===== config.mk =====
export PLATFORM = sky130hd
export DESIGN_NAME = fir_seq_ctrl
export DESIGN_NICKNAME = d
export VERILOG_FILES = /design/src/rtl/fir_seq_ctrl.sv
export SDC_FILE = /design/constraint.sdc
export NUM_CORES = 1
export LEC_CHECK = 0
export ABC_AREA = 1
export CAP_MARGIN = 5
export CORE_ASPECT_RATIO = 1.25
export CORE_MARGIN = 1
export CORE_UTILIZATION = 45
export CTS_CLUSTER_DIAMETER = 200
export CTS_CLUSTER_SIZE = 8
export DETAILED_ROUTE_END_ITERATION = 16
export GPL_ROUTABILITY_DRIVEN = 0
export MAX_ROUTING_LAYER = met4
export PLACE_DENSITY = 0.71
export SYNTH_ARGS = -nofsm -noshare
export SYNTH_HDL_FRONTEND = slang
export SYNTH_SLANG_ARGS = --single-unit

===== constraint.sdc =====
create_clock -name clk -period 7.45 [get_ports clk]
set_input_delay 1.49 -clock clk [delete_from_list [all_inputs] [get_ports clk]]
set_output_delay 1.49 -clock clk [all_outputs]
set_load 0.005 [all_outputs]

===== src/rtl/fir_seq_ctrl.sv =====
`default_nettype none
// ============================================================================
// Module   : fir_seq_ctrl
// Brief    : Sequencer for a time-multiplexed floating-point FIR. Produces
//            memory addresses/strobes, multiplier and adder issue controls,
//            partial-sum storage strobes and the serial reduction schedule.
//            Valid/ready on input and output, guarded coefficient loading.
// Revision : 1.0 - initial parametrised release
// ============================================================================
module fir_seq_ctrl #(
    parameter int TAPS    = 64,
    parameter int AW      = 8,
    parameter int MUL_LAT = 4,
    parameter int LAT     = 5
) (
    input  logic          clk,
    input  logic          rst,
    input  logic          in_valid,
    output logic          in_ready,
    input  logic          cload,
    input  logic [AW-1:0] caddr,
    output logic          cload_err,
    output logic          dmem_we,
    output logic [AW-1:0] dmem_waddr,
    output logic [AW-1:0] dmem_raddr,
    output logic          cmem_we,
    output logic [AW-1:0] cmem_addr,
    output logic          mul_v,
    output logic          add_v,
    output logic [1:0]    add_op,
    output logic          add_a_sel,
    output logic [1:0]    add_b_sel,
    output logic          psum_we,
    output logic [3:0]    psum_wa,
    output logic [3:0]    psum_ra,
    output logic          res_we,
    output logic          out_valid,
    input  logic          out_ready
);
    // When TAPS < LAT, zero-passthrough adds keep issuing up to slot LAT-1 so
    // every partial sum is written; c_KN is the number of accumulate slots.
    localparam int c_KN   = (TAPS > LAT) ? TAPS : LAT;
    localparam int c_KW   = $clog2(c_KN + 1);
    localparam int c_CMAX = (MUL_LAT > LAT) ? MUL_LAT : LAT;
    localparam int c_CW   = $clog2(c_CMAX + 1);
    localparam int c_JW   = 5;
    localparam logic [AW-1:0] c_LASTP  = AW'(TAPS - 1);
    localparam logic [AW:0]   c_TAPS_E = (AW + 1)'(TAPS);

    typedef enum logic [2:0] {
        S_IDLE   = 3'd0,
        S_MUL    = 3'd1,
        S_ACC    = 3'd2,
        S_STORE  = 3'd3,
        S_REDUCE = 3'd4,
        S_HOLD   = 3'd5
    } state_t;

    state_t             r_state;
    state_t             w_next;
    logic [AW-1:0]      r_wp;
    logic [AW-1:0]      r_p;
    logic [c_KW-1:0]    r_k;
    logic [c_CW-1:0]    r_cnt;
    logic [c_JW-1:0]    r_j;
    logic [MUL_LAT-1:0] r_pipe_v;
    logic [MUL_LAT-1:0] r_pipe_b;
    logic               w_push;
    logic               w_push_b;
    logic [AW:0]        w_pe;
    logic [AW:0]        w_ke;
    logic [AW:0]        w_raddr;

    assign dmem_waddr = r_wp;

    // State register
    always_ff @(posedge clk) begin
        if (rst) r_state <= S_IDLE;
        else     r_state <= w_next;
    end

    // Write pointer, latched base pointer and per-phase counters
    always_ff @(posedge clk) begin
        if (rst) begin
            r_wp  <= '0;
            r_p   <= '0;
            r_k   <= '0;
            r_cnt <= '0;
            r_j   <= '0;
        end else begin
            case (r_state)
                S_IDLE: begin
                    if (w_next == S_MUL) begin
                        r_p  <= r_wp;
                        r_wp <= (r_wp == c_LASTP) ? '0 : r_wp + 1'b1;
                        r_k  <= '0;
                    end
                end
                S_MUL: begin
                    r_k   <= r_k + 1'b1;
                    r_cnt <= '0;
                end
                S_ACC: begin
                    r_cnt <= (w_next != S_ACC) ? '0 : r_cnt + 1'b1;
                end
                S_STORE: begin
                    if (w_next != S_STORE) begin
                        r_cnt <= '0;
                        r_j   <= c_JW'(1);
                    end else begin
                        r_cnt <= r_cnt + 1'b1;
                    end
                end
                S_REDUCE: begin
                    if (r_cnt == c_CW'(LAT - 1)) begin
                        r_cnt <= '0;
                        r_j   <= r_j + 1'b1;
                    end else begin
                        r_cnt <= r_cnt + 1'b1;
                    end
                end
                default: ;
            endcase
        end
    end

    // Accumulate-issue delay line: a slot pushed at MUL cycle t pops at t+MUL_LAT
    always_ff @(posedge clk) begin
        if (rst) begin
            r_pipe_v <= '0;
            r_pipe_b <= '0;
        end else begin
            for (int i = MUL_LAT - 1; i > 0; i--) begin
                r_pipe_v[i] <= r_pipe_v[i-1];
                r_pipe_b[i] <= r_pipe_b[i-1];
            end
            r_pipe_v[0] <= w_push;
            r_pipe_b[0] <= w_push_b;
        end
    end

    // Next-state decode and all control outputs
    always_comb begin
        w_next    = r_state;
        in_ready  = 1'b0;
        cload_err = 1'b0;
        dmem_we   = 1'b0;
        dmem_raddr = '0;
        cmem_we   = 1'b0;
        cmem_addr = '0;
        mul_v     = 1'b0;
        add_v     = 1'b0;
        add_op    = 2'b00;
        add_a_sel = 1'b0;
        add_b_sel = 2'd0;
        psum_we   = 1'b0;
        psum_wa   = 4'd0;
        psum_ra   = 4'd0;
        res_we    = 1'b0;
        out_valid = 1'b0;
        w_push    = 1'b0;
        w_push_b  = 1'b0;
        w_pe      = {1'b0, r_p};
        w_ke      = '0;
        w_raddr   = '0;
        if (!rst) begin
            // Accumulate issue from the delay line, valid in any state
            if (r_pipe_v[MUL_LAT-1]) begin
                add_v     = 1'b1;
                add_op    = 2'b11;
                add_b_sel = r_pipe_b[MUL_LAT-1] ? 2'd1 : 2'd0;
            end
            case (r_state)
                S_IDLE: begin
                    in_ready = 1'b1;
                    if (in_valid) begin
                        dmem_we = 1'b1;
                        w_next  = S_MUL;
                    end else if (cload && ({1'b0, caddr} < c_TAPS_E)) begin
                        cmem_we   = 1'b1;
                        cmem_addr = caddr;
                    end
                end
                S_MUL: begin
                    w_push   = 1'b1;
                    w_push_b = (r_k >= c_KW'(LAT));
                    if (r_k < c_KW'(TAPS)) begin
                        mul_v     = 1'b1;
                        cmem_addr = AW'(r_k);
                        w_ke      = {1'b0, AW'(r_k)};
                        // Circular read walks backwards from the newest sample
                        w_raddr   = (w_pe >= w_ke) ? (w_pe - w_ke)
                                                   : (w_pe + c_TAPS_E - w_ke);
                        dmem_raddr = w_raddr[AW-1:0];
                    end
                    if (r_k == c_KW'(c_KN - 1)) w_next = S_ACC;
                end
                S_ACC: begin
                    if (r_cnt == c_CW'(MUL_LAT - 1)) w_next = S_STORE;
                end
                S_STORE: begin
                    psum_we = 1'b1;
                    psum_wa = 4'(r_cnt);
                    if (r_cnt == c_CW'(LAT - 1)) w_next = S_REDUCE;
                end
                S_REDUCE: begin
                    // One reduction add every LAT cycles; the final slot captures
                    if (r_cnt == '0) begin
                        if (r_j == c_JW'(LAT)) begin
                            res_we = 1'b1;
                            w_next = S_HOLD;
                        end else begin
                            add_v     = 1'b1;
                            add_a_sel = 1'b1;
                            psum_ra   = 4'(r_j);
                            add_b_sel = (r_j == c_JW'(1)) ? 2'd2 : 2'd1;
                            add_op    = (r_j == c_JW'(LAT - 1)) ? 2'b00 : 2'b11;
                        end
                    end
                end
                S_HOLD: begin
                    out_valid = 1'b1;
                    if (out_ready) w_next = S_IDLE;
                end
                default: w_next = S_IDLE;
            endcase
            cload_err = cload & ~cmem_we;
        end
    end

endmodule
`default_nettype wire

==> results of run 1 <==
final timing paths:
check / startpoint / depth (start not counted) / slack, ps / to
setup / recovery: rst / 8 / 2670 / add_op[0]
hold / removal: r_pipe_b[1]$_SDFF_PP0_ / 2 / 410 / r_pipe_b[2]$_SDFF_PP0_
setup reg to reg: r_k[0]$_SDFFE_PP0P_ / 11 / 5670 / r_cnt[2]$_SDFFE_PP0P_
hold reg to reg: r_pipe_b[1]$_SDFF_PP0_ / 2 / 410 / r_pipe_b[2]$_SDFF_PP0_
cells in the mapped netlist, drive strengths merged, types with 7 or more instances:
master  number
inv         69
nand2       69
nor2        62
dfxtp       42
a21oi       39
nand3       25
o21ai       24
ha          23
buf         10
nor3        10
xor2         9
fa           7
per-stage QoR:
step	util (%)	hold slack, ps	instances	worst slack (ps)
finish	57.0	410	564	2670
global route	57.0	437	564	2520
CTS	57.0	415	564	2670
detailed placement	55.3	399	556	2680
global placement	55.3	398	556	2690
floorplan	-	388	428	3730
flip-flops by register name (all words and copies together) (netlist names):
| name | flops |
|---|---|
| r_state | 3 |
| r_j | 5 |
| r_p | 8 |
| r_pipe_b | 4 |
| r_cnt | 3 |
| r_pipe_v | 4 |
| dmem_waddr | 8 |
| r_k | 7 |
layer usage:
layer | vias up | routed length, µm | track usage [%]
li1 | 1459 | - | -
met1 | 1289 | 2950 | 22.4
met2 | 53 | 3510 | 36.8
met3 | 11 | 219 | 3.76
met4 | 0 | 103 | 6.48
met5 | - | 0 | -
final cells by class:
type	count	area share (%)
Multi-Input combinational cell	302	49.7
Sequential cell	42	22.6
Timing Repair Buffer	56	14.9
Inverter	69	6.97
Tap cell	87	2.93
Clock buffer	5	1.85
Clock inverter	3	1.08
power by group through the flow:
stage          sequential [mW]  combinational, mW  clock, mW
6_report                 0.235              0.115      0.176
5_1_grt                  0.236              0.130      0.192
4_1_cts                  0.235              0.115      0.181
3_5_place_dp             0.240              0.115          0
3_3_place_gp             0.240              0.112          0
2_1_floorplan            0.239             0.0812          0
critical path: cells and delay by family:
kind / cells / cell delay (ps)
buffers and inverters: 5 / 1410
and+or+nand+nor: 2 / 300
AOI/OAI and AO/OA: 1 / 60
cell families after synthesis:
kind of cell	count (synthesis)	synth area share, %
other	1	0.124
DFF	42	27.8
adders and majority gates	30	14.1
and+or+nand+nor	177	27.3
buffers and inverters	84	11.5
xor gates and xnor gates	13	3.76
AOI/OAI and AO/OA	79	15.4
==> flow_summary.yaml, run 1 <==
status:
  status: "finished clean"
synth:
  yosysTopAreaCellShare_pct: 27.8
  synth.avg_cell_area_um2: 7.11
  synth-seq-cells: 42
  syn_area_um2: 3030
  synthArstFlopShare_pct: 0
  synth_edf_count: 0
  synth_ff_type: "dfxtp_1"
  synth_cell_type_count: 45
  yosys_warnings: 0
  synth_area_leaders: "dfxtp_1, ha_1, inv_1"
  syn_inst: 426
  ys_seq_area_share_pct: 27.8
  yosysTopAreaCell: "dfxtp_1"
timing:
  fin_setup_tns_ps: 0
  maxSlewHeadroom_pct: 65.6
  fmax_mhz: 209
  period_needed_ps: 4780
  maxSlewViolCount: 0
  rsz0062_at_grt: "no"
  period_share_pct: 64.2
  hold_viol_final: 0
  tightest_slew_ps: 516
  skew_ps: 5.54
  setup_violations: 0
floorplan:
  rows: 33
  core_area_um2: 6520
  initial_utilization_pct: 46.4
  die_w_um: 75.4
  die-area_um2: 7070
  die_h_um: 93.7
  io_pins: 59
route:
  routed_wl_mm: 6.79
  drt_first_pass_iters: 4
  drtIter0Drc: 82
  wl_per_cell_um: 12.0
  vias_per_cell: 4.99
  drcViolationCount: 0
  vias: 2812
  ant_nets: 0
clock_network:
  clk_latency_ps: 300
  cts-root-buf: "clkbuf_8"
  cts_tree: "built"
  cts_resized: 0
  post-cts-setup-buffer-count: 0
  cts.clk_slew.worst_paths_ps: 80
  cts_num_sinks: 42
  cts_buffer_depth: 2
  hold_buffers: 0
  numCtsBuffers: 5
  cts_max_level: 2
critical_path:
  cp_cell_sequence: "buf_2 -> buf_4 -> inv_1 -> nand2_2 -> nand2_2 -> o41ai_1 -> inv_1 -> clkdlybuf4s50_1"
  cp-end-kind: "output port"
  crit_fanout: 48
  crit_slowest_cell: "clkdlybuf4s50_1"
  cp-start-kind: "primary input"
  crit_required_ps: 5960
  max_stage_delay_ps: 450
  arrival_ps: 3290
  crit_type: "in -> out"
layout:
  finalInstanceArea_um2: 3720
  syn_to_final_growth_pct: 22.7
  fillers: 658
  seqCellArea_um2: 841
  multi_input_area_um2: 1850
  layout-drive-gt1-share_pct: 7.34
  num_antenna_cells: 0
  mostFrequentLayoutCell: "inv_1"
  final_cell_mix: "inv_1, nand2_1, nor2_1"
  num-nets-final: 519
grt:
  grt_util_all_layers_pct: 20.5
  grt_pass1_vias: 2613
  grt_start_max_net_pins: 49
  grt.overflow.total: 0
  antenna_found_initial: 0
  grt_pass1_wl_mm: 11.1
placed_design:
  port_buffers: 55
  dp_hpwl_mm: 5.24
  dpl_cell_area_um2: 3610
pwr:
  p_sw_share_pct: 28.5
  power_switching_mw: 0.150
  irDropWorstVdd_mv: 0.112
  pwr-share-seq_pct: 44.7
  clockPowerShare_pct: 33.5
  p_int_mw: 0.376
  power_density_nw_per_um2: 142
  total_power_mw: 0.526
  power_frac_comb_pct: 21.8
  p_leak_nw: 1.53
job:
  maxCapViolCount: 0
min_path:
  hold_path.class: "reg -> reg"
Note: power is estimated with default switching activity, not from simulation.
==> run 2: changes to the inputs <==
--- a/config.mk
+++ b/config.mk
@@ -15,7 +15,7 @@
 export DETAILED_ROUTE_END_ITERATION = 16
 export GPL_ROUTABILITY_DRIVEN = 0
 export MAX_ROUTING_LAYER = met4
-export PLACE_DENSITY = 0.71
+export PLACE_DENSITY = 0.74
 export SYNTH_ARGS = -nofsm -noshare
 export SYNTH_HDL_FRONTEND = slang
 export SYNTH_SLANG_ARGS = --single-unit
==> constraint.sdc (replaced) <==
create_clock -name clk -period 4.12 [get_ports clk]
set_input_delay 0.824 -clock clk [delete_from_list [all_inputs] [get_ports clk]]
set_output_delay 0.824 -clock clk [all_outputs]
set_load 0.005 [all_outputs]
==> run 2 against run 1 <==
Net effect: clock-buffer cell count is the same; power grew 83%; via count grew 2.6%; cell count grew 0.18%; sequential power grew 81%; non-clock buffer count grew 1; critical endpoint is now dmem_raddr[7]; largest cell class unchanged; largest power group unchanged; highest routed layer unchanged.
==> flow_summary.yaml, run 2 (synthesized netlist as in run 1, its figures left out) <==
critical_path:
  crit_type: "reg -> out"
  endpoint: "dmem_raddr[7]"
  r2r_end: "r_j[2]$_SDFFE_PP0P_"
  critPathBufInv: 3
  max_stage_delay_ps: 520
  cp-start-kind: "flip-flop"
  cp_cell_sequence: "inv_1 -> ha_1 -> inv_1 -> fa_1 -> nor2_1 -> o21ai_0 -> nand2_1 -> a21oi_1 -> o21bai_1 -> nand2_1 -> nand2_1 -> nor2_1 -> nor2_1 -> clkdlybuf4s50_1"
  cp_top_family: "adder cells"
  cp-end-kind: "output port"
  crit_required_ps: 3300
  cp.depth: 14
  crit_slowest_cell: "dfxtp_1"
  crit_fanout: 9
  r2r_slack_ps: 2380
  worstSetupStartpoint: "r_k[2]$_SDFFE_PP0P_"
  reg2reg_from: "r_cnt[0]$_SDFFE_PP0P_"
  arrival_ps: 3050
  reg2reg_depth: 9
layout:
  layout-drive-gt1-share_pct: 7.74
  final_cell_mix: "inv_1, nand2_1, nor2_1"
  num-nets-final: 520
  syn_to_final_growth_pct: 23.2
  num_antenna_cells: 0
  mostFrequentLayoutCell: "inv_1"
route:
  vias_per_cell: 5.10
  drt_first_pass_iters: 4
  drcViolationCount: 0
  drtIter0Drc: 118
  vias: 2884
  ant_nets: 0
  wl_per_cell_um: 12.5
  routed_wl_mm: 7.09
timing:
  hold_viol_final: 0
  skew_ps: 6.78
  fin_setup_tns_ps: 0
  setup_violations: 0
  period_share_pct: 94.0
  fmax_mhz: 258
  period_needed_ps: 3870
  rsz0062_at_grt: "no"
  maxSlewViolCount: 0
floorplan:
  io_pins: 59
  core_area_um2: 6520
  initial_utilization_pct: 46.4
  die-area_um2: 7070
  die_h_um: 93.7
  rows: 33
  die_w_um: 75.4
pwr:
  p_leak_nw: 1.53
  total_power_mw: 0.963
  clockPowerShare_pct: 34.4
  pwr-share-seq_pct: 44.1
  power_switching_mw: 0.280
  p_sw_share_pct: 29.1
  power_density_nw_per_um2: 258
  power_frac_comb_pct: 21.5
  irDropWorstVdd_mv: 0.143
  p_int_mw: 0.683
min_path:
  hold_path.class: "reg -> reg"
  min_from: "r_pipe_v[2]$_SDFF_PP0_"
grt:
  grt_start_max_net_pins: 34
  grt.overflow.total: 0
  grt_util_all_layers_pct: 21.5
  grt_pass1_wl_mm: 11.6
  antenna_found_initial: 0
  grt_pass1_vias: 2664
placed_design:
  port_buffers: 55
  dp_hpwl_mm: 5.56
clock_network:
  cts_max_level: 2
  cts_tree: "built"
  cts_num_sinks: 42
  clk_latency_ps: 300
  cts.clk_slew.worst_paths_ps: 90
  cts-root-buf: "clkbuf_8"
  post-cts-setup-buffer-count: 0
  cts_buffer_depth: 2
  numCtsBuffers: 5
job:
  maxCapViolCount: 0
status:
  status: "finished clean"
run 2: worst register-to-register path: cells and delay by family (launching register included):
family	cells	cell delay, ps
buffers and inverters	2	230
flip-flops	1	350
adder cells (fa/ha/maj)	1	210
AO/OA/AOI/OAI	3	500
AND/OR/NAND/NOR	3	350
run 2: through the flow:
stage / setup slack (ps) / util (%) / area, µm² / hold slack, ps / std cells
floorplan: 1210 / - / 3040 / 388 / 428
detailed placement: 563 / 55.4 / 3620 / 397 / 557
CTS: 227 / 57.2 / 3730 / 410 / 565
global route: 8.28 / 57.2 / 3730 / 422 / 565
finish: 248 / 57.2 / 3730 / 416 / 565
global placement: 622 / 55.4 / 3620 / 394 / 557
run 2: worst min path at each step:
stage / cells past startpoint / end / slack [ps]
final: 2 / r_pipe_v[3]$_SDFF_PP0_ / 420
after global routing: 2 / r_pipe_v[3]$_SDFF_PP0_ / 420
after CTS: 2 / r_pipe_v[3]$_SDFF_PP0_ / 410
after detailed placement: 2 / r_pipe_v[3]$_SDFF_PP0_ / 400
after global placement: 2 / r_pipe_v[3]$_SDFF_PP0_ / 390
after floorplan: 2 / r_pipe_b[1]$_SDFF_PP0_ / 390
run 2: cell type report:
| type | count | area (µm²) |
|---|---|---|
| fill | 663 | 2790 |
| multi-input combinational | 302 | 1850 |
| sequential | 42 | 842 |
| timing repair buffer | 57 | 561 |
| inverter | 69 | 259 |
| tap | 87 | 109 |
| clock buffer | 5 | 68.8 |
| clock inverter | 3 | 45.0 |
run 2: repair_timing:
item                                    CTS  global route
resized for setup                         0             1
endpoints found under the setup margin    0             1
hold buffers                              0             0
run 2: routing by layer:
layer  part of all wire (%)  GRT usage, %
met2                     53          39.1
met4                    1.2          6.17
met5                      0             -
met3                    3.2          3.76
met1                     42          23.6
run 2: power by group through the flow:
stage | registers (mW) | logic (mW) | clock network, mW
2_1_floorplan | 0.431 | 0.147 | 0
3_3_place_gp | 0.433 | 0.204 | 0
3_5_place_dp | 0.434 | 0.207 | 0
4_1_cts | 0.424 | 0.208 | 0.337
5_1_grt | 0.426 | 0.236 | 0.354
6_report | 0.425 | 0.207 | 0.331
==> run 3: changes to the inputs <==
--- a/config.mk
+++ b/config.mk
@@ -6,7 +6,7 @@
 export NUM_CORES = 1
 export LEC_CHECK = 0
 export ABC_AREA = 1
-export CAP_MARGIN = 5
+export CAP_MARGIN = 20
 export CORE_ASPECT_RATIO = 1.25
 export CORE_MARGIN = 1
 export CORE_UTILIZATION = 45
==> results of run 3 <==
Final layout, timing and power as in run 2 (identical DEF).
